--- src/rtl/branch_resolve_unit_pkg.sv ---
// Shared definitions for the branch resolve unit: funct3 branch encodings,
// 2-bit predictor counter states and the counter step function.
package branch_resolve_unit_pkg;

    localparam logic [2:0] F3_BEQ  = 3'b000;
    localparam logic [2:0] F3_BNE  = 3'b001;
    localparam logic [2:0] F3_RSV0 = 3'b010;
    localparam logic [2:0] F3_RSV1 = 3'b011;
    localparam logic [2:0] F3_BLT  = 3'b100;
    localparam logic [2:0] F3_BGE  = 3'b101;
    localparam logic [2:0] F3_BLTU = 3'b110;
    localparam logic [2:0] F3_BGEU = 3'b111;

    typedef enum logic [1:0] {
        BHT_SNT = 2'b00,
        BHT_WNT = 2'b01,
        BHT_WT  = 2'b10,
        BHT_ST  = 2'b11
    } bht_state_e;

    localparam bht_state_e BHT_RESET = BHT_WNT;

    typedef struct packed {
        logic valid;
        logic do_branch;
        logic mispredict;
        logic illegal;
    } result_t;

    // Saturating step of a 2-bit predictor counter toward the resolved outcome.
    function automatic bht_state_e bht_next(input bht_state_e cur, input logic taken);
        bht_state_e nxt;
        nxt = cur;
        case (cur)
            BHT_SNT: nxt = taken ? BHT_WNT : BHT_SNT;
            BHT_WNT: nxt = taken ? BHT_WT  : BHT_SNT;
            BHT_WT:  nxt = taken ? BHT_ST  : BHT_WNT;
            BHT_ST:  nxt = taken ? BHT_ST  : BHT_WT;
            default: nxt = BHT_RESET;
        endcase
        return nxt;
    endfunction

endpackage

--- src/rtl/branch_resolve_unit_compare.sv ---
// Branch condition evaluator: decodes funct3 into a taken decision and flags
// the two reserved encodings as illegal. Purely combinational.
module branch_resolve_unit_compare
    import branch_resolve_unit_pkg::*;
#(
    parameter int XLEN = 32
) (
    input  logic [XLEN-1:0] rs1,
    input  logic [XLEN-1:0] rs2,
    input  logic [2:0]      f3,
    output logic            taken,
    output logic            illegal
);

    always_comb begin
        taken   = 1'b0;
        illegal = 1'b0;
        case (f3)
            F3_BEQ:  taken = (rs1 == rs2);
            F3_BNE:  taken = (rs1 != rs2);
            F3_BLT:  taken = ($signed(rs1) <  $signed(rs2));
            F3_BGE:  taken = ($signed(rs1) >= $signed(rs2));
            F3_BLTU: taken = (rs1 <  rs2);
            F3_BGEU: taken = (rs1 >= rs2);
            F3_RSV0,
            F3_RSV1: illegal = 1'b1;
            default: illegal = 1'b1;
        endcase
    end

endmodule

--- src/rtl/branch_resolve_unit.sv ---
// Branch resolve unit: evaluates branch conditions, trains a flop-based
// table of 2-bit predictors, reports a registered result and keeps statistics.
module branch_resolve_unit
    import branch_resolve_unit_pkg::*;
#(
    parameter int XLEN        = 32,
    parameter int BHT_ENTRIES = 64,
    parameter int CNT_W       = 16
) (
    input  logic             i_clk,
    input  logic             i_rst,
    input  logic [XLEN-1:0]  i_lookup_pc,
    output logic             o_pred_taken,
    input  logic             i_valid,
    input  logic             i_Branch,
    input  logic [XLEN-1:0]  i_pc,
    input  logic [XLEN-1:0]  i_rs1,
    input  logic [XLEN-1:0]  i_rs2,
    input  logic [2:0]       i_f3,
    input  logic             i_pred_taken,
    input  logic             i_flush,
    output logic             o_valid,
    output logic             o_DoBranch,
    output logic             o_mispredict,
    output logic             o_illegal,
    output logic [CNT_W-1:0] o_branch_count,
    output logic [CNT_W-1:0] o_mispredict_count
);

    localparam int IDX_W = $clog2(BHT_ENTRIES);

    logic [IDX_W-1:0] upd_idx;
    logic [IDX_W-1:0] lookup_idx;
    logic             cmp_taken;
    logic             cmp_illegal;
    logic             upd_en;
    logic             mis_event;
    logic             unused_pc;

    logic [2*BHT_ENTRIES-1:0] bht_vec;

    result_t          res_reg;
    result_t          res_next;
    logic [CNT_W-1:0] branch_count_reg;
    logic [CNT_W-1:0] mispredict_count_reg;

    assign upd_idx    = i_pc[IDX_W+1:2];
    assign lookup_idx = i_lookup_pc[IDX_W+1:2];
    assign unused_pc  = ^{i_pc[1:0], i_pc[XLEN-1:IDX_W+2],
                          i_lookup_pc[1:0], i_lookup_pc[XLEN-1:IDX_W+2]};

    branch_resolve_unit_compare #(
        .XLEN (XLEN)
    ) u_compare (
        .rs1     (i_rs1),
        .rs2     (i_rs2),
        .f3      (i_f3),
        .taken   (cmp_taken),
        .illegal (cmp_illegal)
    );

    // Only legal conditional branches train the table; a flush does not cancel training.
    assign upd_en    = i_valid & i_Branch & ~cmp_illegal;
    assign mis_event = i_valid & (i_Branch ? (~cmp_illegal & (cmp_taken ^ i_pred_taken))
                                           : i_pred_taken);

    genvar gi;
    generate
        for (gi = 0; gi < BHT_ENTRIES; gi++) begin : g_bht
            bht_state_e state_reg;

            always_ff @(posedge i_clk or posedge i_rst) begin
                if (i_rst) begin
                    state_reg <= BHT_RESET;
                end else if (upd_en && (upd_idx == IDX_W'(gi))) begin
                    state_reg <= bht_next(state_reg, cmp_taken);
                end
            end

            assign bht_vec[2*gi +: 2] = state_reg;
        end
    endgenerate

    // Lookup reads the current flops, so a same-cycle update is not bypassed.
    assign o_pred_taken = bht_vec[{lookup_idx, 1'b1}];

    always_comb begin
        res_next = '0;
        if (i_valid && !i_flush) begin
            res_next.valid = 1'b1;
            if (i_Branch) begin
                if (cmp_illegal) begin
                    res_next.illegal = 1'b1;
                end else begin
                    res_next.do_branch  = cmp_taken;
                    res_next.mispredict = cmp_taken ^ i_pred_taken;
                end
            end else begin
                res_next.mispredict = i_pred_taken;
            end
        end
    end

    always_ff @(posedge i_clk or posedge i_rst) begin
        if (i_rst) begin
            res_reg <= '0;
        end else begin
            res_reg <= res_next;
        end
    end

    always_ff @(posedge i_clk or posedge i_rst) begin
        if (i_rst) begin
            branch_count_reg     <= '0;
            mispredict_count_reg <= '0;
        end else begin
            if (upd_en && (branch_count_reg != '1)) begin
                branch_count_reg <= branch_count_reg + 1'b1;
            end
            if (mis_event && (mispredict_count_reg != '1)) begin
                mispredict_count_reg <= mispredict_count_reg + 1'b1;
            end
        end
    end

    assign o_valid            = res_reg.valid;
    assign o_DoBranch         = res_reg.do_branch;
    assign o_mispredict       = res_reg.mispredict;
    assign o_illegal          = res_reg.illegal;
    assign o_branch_count     = branch_count_reg;
    assign o_mispredict_count = mispredict_count_reg;

endmodule
--- config.mk ---
export PLATFORM = sky130hd
export DESIGN_NAME = branch_resolve_unit
export DESIGN_NICKNAME = d
export VERILOG_FILES = /design/src/rtl/branch_resolve_unit_pkg.sv /design/src/rtl/branch_resolve_unit_compare.sv /design/src/rtl/branch_resolve_unit.sv
export SDC_FILE = /design/constraint.sdc
export NUM_CORES = 1
export LEC_CHECK = 0
export CAP_MARGIN = 20
export CORE_ASPECT_RATIO = 0.75
export CORE_MARGIN = 2
export CORE_UTILIZATION = 45
export CTS_BUF_LIST = sky130_fd_sc_hd__clkbuf_2 sky130_fd_sc_hd__clkbuf_4 sky130_fd_sc_hd__clkbuf_8
export DETAILED_ROUTE_END_ITERATION = 8
export DONT_BUFFER_PORTS = 1
export GPL_TIMING_DRIVEN = 0
export PLACE_DENSITY_LB_ADDON = 0.3
export SYNTH_ARGS = -nofsm -noshare
export SYNTH_HDL_FRONTEND = slang
export SYNTH_SLANG_ARGS = --single-unit
export TNS_END_PERCENT = 1
--- constraint.sdc ---
create_clock -name i_clk -period 12.5 [get_ports i_clk]
set_input_delay 3.75 -clock i_clk [delete_from_list [all_inputs] [get_ports i_clk]]
set_output_delay 3.75 -clock i_clk [all_outputs]
set_load 0.03 [all_outputs]
-- Yosys cells after proc, flatten, opt, wreduce, memory -nomap -nowiden
Index checks and enable logic that the tools add are counted.
- bits of input ports: 137
- output and inout port bits: 37
- word-level logic and storage cells: 563
- bits in registers: 164
- add/subtract/negate cells: 2
- eq/ne operators: 266
- muxes and demuxes: 79
- $lt $le $gt $ge: 5
- bitwise gates (word level): 6
- reduce and logical (&&, ||, !) cells: 135
- operator list (operator ; number):
    case mux 2 bit (4 select lines) ; 64
    == test 2 bit (second input constant) ; 128
    == test 6 bit (second input constant) ; 32
    == test 2 x 1 -> 1 bit (second input constant) ; 64
    logical NOT 2 bit ; 64
    == test 6 x 5 -> 1 bit (second input constant) ; 16
    logical AND 1 bit ; 67
    >= comparator 32 bit ; 2
    less-than comparator 32 bit ; 2
    == test 6 x 4 -> 1 bit (second input constant) ; 8
    adder 16 x 1 -> 16 bit (second input constant) ; 2
    == test 32 bit ; 1
    inequality test 16 bit (second input constant) ; 2
    inequality test 32 bit ; 1
    == test 6 x 3 -> 1 bit (second input constant) ; 4
    == test 3 bit (second input constant) ; 4
    == test 6 x 2 -> 1 bit (second input constant) ; 2
    2-to-1 mux 1 bit ; 9
    less-than comparator 7 x 8 -> 1 bit (second input constant) ; 1
    binary-select mux 1 bit (select 6 bit) ; 1
    == test 3 x 2 -> 1 bit (second input constant) ; 2
    == test 6 x 1 -> 1 bit (second input constant) ; 1
    logical NOT 6 bit ; 1
    2-to-1 mux 2 bit ; 3
    9 further kinds ; 12

-- Depth between registers and ports, before layout
- depth in word-level cells: 8
- mapped depth: 14
- mapped depth without buffers: 11

-- Modules after synthesis
A second synthesis with hierarchy kept.
- cell total of the unflattened synthesis: 1052
- area, all modules: 9587.9 um^2
- by module, submodules not included (module ; area an instance (um^2) ; instances ; cells an instance ; seq. area each (um^2)):
    branch_resolve_unit ; 8625.8 ; 1 ; 921 ; 4184.0
    branch_resolve_unit_compare ; 962.2 ; 1 ; 131 ; 0.0

-- Worst setup path after synthesis
No wires, ideal clock.
- kind: input to output
- from: in i_lookup_pc[2]
- to: out o_pred_taken
- path slack: 2.573 ns
- buffers on the path: 2
- data required time: 8.750 ns
- data arrival time: 6.177 ns
- stages on the path: 5
- path through: clkbuf_1 buf_1 mux4_2 mux4_2 mux4_2
- word-level cells in the longest chain between the ends: 2
- ends and longest elaborated chain (element ; line ; text):
    from (decl) ; branch_resolve_unit.sv:12 ; input logic [XLEN-1:0] i_lookup_pc,
    binary-select mux 1 bit (select 6 bit) ; branch_resolve_unit.sv:85 ; assign o_pred_taken = bht_vec[{lookup_idx, 1'b1}];
    2-to-1 mux 1 bit (implied by the code) ; branch_resolve_unit.sv:85 ;
    to (decl) ; branch_resolve_unit.sv:13 ; output logic o_pred_taken,
No other way between the ends. The select of a mux whose other input is x is not followed.

-- Worst setup path in the final report
Ends and elaborated chain as after synthesis.

==> qor_table.md <==
| Quantity | This run | Unit |
| --- | --- | --- |
| Post-synthesis share of cell area spent on full adders, half adders and majority gates | 4.41 | % |
| Synth unique cells | 53 | - |
| Flip-flop cell with the highest count after synthesis | sky130_fd_sc_hd__dfrtp_1 | - |
| Fraction of the mapped netlist area in compound gates | 26.2 | % |
| Clock insertion delay at the later pin of the skew report | 0.49 | ns |
| Worst reg-to-reg setup slack | 10.00 | ns |
| Number of maximum-capacitance violations | 0 | - |
| Count of unresolved DRC violations after routing | 0 | - |
| Fraction of the mapped netlist area in simple logic gates | 10.0 | % |
| Hold-fix buffers at CTS | 0 | - |
| Grt ovf | 0 | - |
| Post-Syn Area per Cell | 9.23 | um2 |
| Routability cong. | 0.877 | - |
| Maximum fanout count along the critical path | 10 | - |
| Critical Path AT | 6.93 | ns |
| Max FFs per register | 128 | - |
| Element type at the critical path end | primary output | - |
| Utilization after layout | 49.4 | % |
| Maximum clock skew at final layout | 0.0166 | ns |
| Worst max-slew margin expressed relative to the limit | 34.7 | % |
| Layout filler cell count | 2,001 | - |
| Post-route ant nets | 0 | - |
| Source of the critical timing path | i_lookup_pc[2] | - |
| Slew at the pin closest to its max-slew limit | 0.979 | ns |
| Violation count after the first detailed-routing iteration | 855 | - |
| H-tree Lvls | 4 | - |
| Fraction of registers with async set/reset | 100 | % |
| Net count after synthesis | 1,217 | - |
| Number of antenna violations at the first check in global routing | 0 | - |
| Area delta synth->final | 8.03 | % |
| Final std cells w/o fill | 1,367 | - |
| Peak per-stage delay on the critical path | 0.80 | ns |
| Worst hold path type | flop to flop | - |
| Cell count along the critical path | 5 | - |
| Number of global-route vias before repair | 7,784 | - |
| Element type at the critical path start | input pin | - |
| Worst VDD drop | 0.0000996 | V |
| Cells resized by post-CTS repair | 0 | - |
| Per-cell routed wire length | 19.4 | um |
| Warnings from Yosys | 0 | - |
| CTS clock-pin slew for the worst setup and hold paths | 0.08 | ns |
| Worst R2R End | o_mispredict_count[12]$_DFFE_PP0P_ | - |
| Clk root buf | sky130_fd_sc_hd__clkbuf_8 | - |
| Flops & latches, synth | 164 | - |
| Area of the multi-input gates | 4730 | um2 |
| Post-synthesis instance area | 9660 | um2 |
| Area of all sequential standard cells | 4180 | um2 |
| CP max stage cell | sky130_fd_sc_hd__buf_1 | - |
| Starting density of the core | 45.7 | % |
| Detailed-router iteration count before antenna repair | 5 | - |
| Global-route wire length before repair | 43,000 | um |
| Result of the run | finished, final reports clean | - |
| Critical Path Sink | o_pred_taken | - |
| Number of endpoints failing setup at the final stage | 0 | - |
| Cell total after placement | 1,335 | - |
| Diodes inserted | 0 | - |
| TritonCTS buffer count | 17 | - |
| Cell type group with the largest total delay on the critical path | multiplexers | - |
| Vias per std cell | 6.08 | - |
| Pin count of the biggest net entering global routing | 101 | - |
| Overall die area | 22,700 | um2 |
| Max Freq | 93.6 | MHz |
| Share of post-route cells with drive strength above 1 | 15.0 | % |
| Buffer count from post-CTS setup fixing | 0 | - |
| Die span in y | 131 | um |
| Final WL | 26,500 | um |
| Unrepaired setup endpoints after global routing | false | - |
| Period minus WS final | 10.68 | ns |
| Clock tree from TritonCTS | done | - |
| Power density of the placed cells | 118 | nW/um2 |
| Placed wire-length estimate after detailed placement | 18,900 | um |
| Multiplexer fraction of the synthesized cell area | 5.52 | % |
| Number of cells traversed by the worst register-to-register path | 7 | - |
| Crit Path Class | input pin to primary output | - |
| Number of clock sinks seen by CTS | 164 | - |
| Largest family of logic cells by synthesized area | compound AO/OA/AOI/OAI gates | - |
| Count of nets after finishing | 1,237 | - |
| Total number of vias | 8,307 | - |
| CP most frequent cell | sky130_fd_sc_hd__mux4_2 | - |
| I/O pin count | 174 | - |
| Start of the worst register-to-register path | o_mispredict_count[3]$_DFFE_PP0P_ | - |
| Post-Route Hold Slack | 0.509 | ns |
| Overall track demand over capacity in global routing | 24.1 | % |
| Core footprint | 21,100 | um2 |
| Final Max Slew Viols | 0 | - |
| List of cells traversed by the critical path | clkbuf_1, buf_1, mux4_2, mux4_2, mux4_2 | - |
| Core Rows | 46 | - |
| Part of the Yosys area used for sequential elements | 43.3 | % |
| Die boundary width | 173 | um |
| Syn Inst Count | 1,046 | - |
| EDFF count, synth | 0 | - |
| Xor/xnor cell area share of the yosys netlist | 2.81 | % |
| Setup TNS Final | 0 | ns |
| Worst-case setup slack after placement | 1.81 | ns |
| Setup ws final | 1.82 | ns |
| Count of buffers inserted at the top-level ports | 0 | - |
| Critical path buffers and inverters | 2 | - |
| Required @ worst endpoint | 8.75 | ns |
| Largest buffer count on any clock path | 2 | - |
| Tcrit/Tclk final | 85.4 | % |
| Hold Violations, Final | 0 | - |
| Leak pwr | 4.27 | nW |
-- report_power, final --
part / switching, W / internal, W
clock network: 0.000218 / 0.000167
registers: 0.0000668 / 0.000581
logic: 0.000128 / 0.0000662
-- cells in the mapped netlist, types with 4 or more instances --
cell                        number  area, um2
sky130_fd_sc_hd__buf_6          12        135
sky130_fd_sc_hd__clkbuf_1       46        173
sky130_fd_sc_hd__o2111ai_1      64        561
sky130_fd_sc_hd__nand2b_1        7       43.8
sky130_fd_sc_hd__nand2_1        93        349
sky130_fd_sc_hd__buf_2           9       45.0
sky130_fd_sc_hd__a31oi_1        65        407
sky130_fd_sc_hd__xor2_1         22        193
sky130_fd_sc_hd__inv_1          98        368
sky130_fd_sc_hd__nand4_1        11       68.8
sky130_fd_sc_hd__o21ai_0        65        325
sky130_fd_sc_hd__ha_1           34        425
sky130_fd_sc_hd__nor3_1         21        105
sky130_fd_sc_hd__a21oi_1        77        385
sky130_fd_sc_hd__o211ai_1        4       30.0
sky130_fd_sc_hd__dfstp_2        64       1680
sky130_fd_sc_hd__mux4_2         21        473
sky130_fd_sc_hd__and3_1         15       93.8
sky130_fd_sc_hd__xnor2_1         9       78.8
sky130_fd_sc_hd__o21ai_1       131        656
sky130_fd_sc_hd__nor4_1          4       25.0
sky130_fd_sc_hd__nor2_1         21       78.8
sky130_fd_sc_hd__dfrtp_1       100       2500
sky130_fd_sc_hd__nand3_1        14       70.1
-- how the worst min path moves through the flow --
stage	end	slack, ns	start	cells after the start
CTS	g_bht[53].state_reg[0]$_DFFE_PP1P_	0.51	g_bht[53].state_reg[0]$_DFFE_PP1P_	2
floorplan	g_bht[0].state_reg[0]$_DFFE_PP1P_	0.48	g_bht[0].state_reg[0]$_DFFE_PP1P_	2
finish	g_bht[57].state_reg[0]$_DFFE_PP1P_	0.51	g_bht[57].state_reg[0]$_DFFE_PP1P_	2
global route	g_bht[28].state_reg[0]$_DFFE_PP1P_	0.53	g_bht[28].state_reg[0]$_DFFE_PP1P_	2
global placement	g_bht[31].state_reg[0]$_DFFE_PP1P_	0.50	g_bht[31].state_reg[0]$_DFFE_PP1P_	2
detailed placement	g_bht[53].state_reg[0]$_DFFE_PP1P_	0.50	g_bht[53].state_reg[0]$_DFFE_PP1P_	2
-- per-stage QoR --
step | total power, W | cell area (um2)
2_1_floorplan | 0.000792 | 9660
3_3_place_gp | 0.000846 | 10000
3_5_place_dp | 0.000851 | 10100
4_1_cts | 0.00123 | 10400
5_1_grt | 0.00129 | 10400
6_report | 0.00123 | 10400
-- tightest hold or removal path, stage by stage (launching register included) --
cell and delay, ns:
sky130_fd_sc_hd__dfstp_2 0.37, sky130_fd_sc_hd__inv_1 0.07, sky130_fd_sc_hd__o21ai_1 0.07
-- cell type report --
type	count	share of cell area, %
clock inverter	13	1.20
sequential	164	40.1
inverter	98	3.60
timing repair buffer	1	0.264
tap	288	3.45
multi-input combinational	713	45.3
clock buffer	19	2.45
buffer	71	3.63
-- metal layers --
| metal | GRT usage [%] | up-vias | wire [um] | part of all wire [%] |
|---|---|---|---|---|
| met2 | 35.2 | 352 | 11300 | 43 |
| li1 | - | 3898 | - | - |
| met3 | 5.38 | 52 | 2260 | 8.5 |
| met5 | 0 | - | 0 | 0 |
| met1 | 35.3 | 4005 | 12300 | 46 |
| met4 | 8.77 | 0 | 677 | 2.6 |
-- placed cells by master, fill, tap and decap left out, types with 18 or more instances in the layout --
cell                        instances
sky130_fd_sc_hd__inv_1             97
sky130_fd_sc_hd__o21ai_0           65
sky130_fd_sc_hd__nor3_1            21
sky130_fd_sc_hd__nand2_1           93
sky130_fd_sc_hd__mux4_2            21
sky130_fd_sc_hd__xor2_1            22
sky130_fd_sc_hd__clkbuf_8          18
sky130_fd_sc_hd__a31oi_1           65
sky130_fd_sc_hd__ha_1              34
sky130_fd_sc_hd__clkbuf_1          46
sky130_fd_sc_hd__o2111ai_1         64
sky130_fd_sc_hd__o21ai_1          131
sky130_fd_sc_hd__nor2_1            21
sky130_fd_sc_hd__dfrtp_1          100
sky130_fd_sc_hd__a21oi_1           77
sky130_fd_sc_hd__dfstp_2           64
-- kinds of logic after synthesis --
family | Yosys count
buffers and inverters | 169
adder cells (fa/ha/maj) | 34
XOR/XNOR | 31
multiplexers | 25
AO/OA/AOI/OAI | 422
flip-flops | 164
AND/OR/NAND/NOR | 201
No activity file was read; power rests on OpenSTA's default activity.
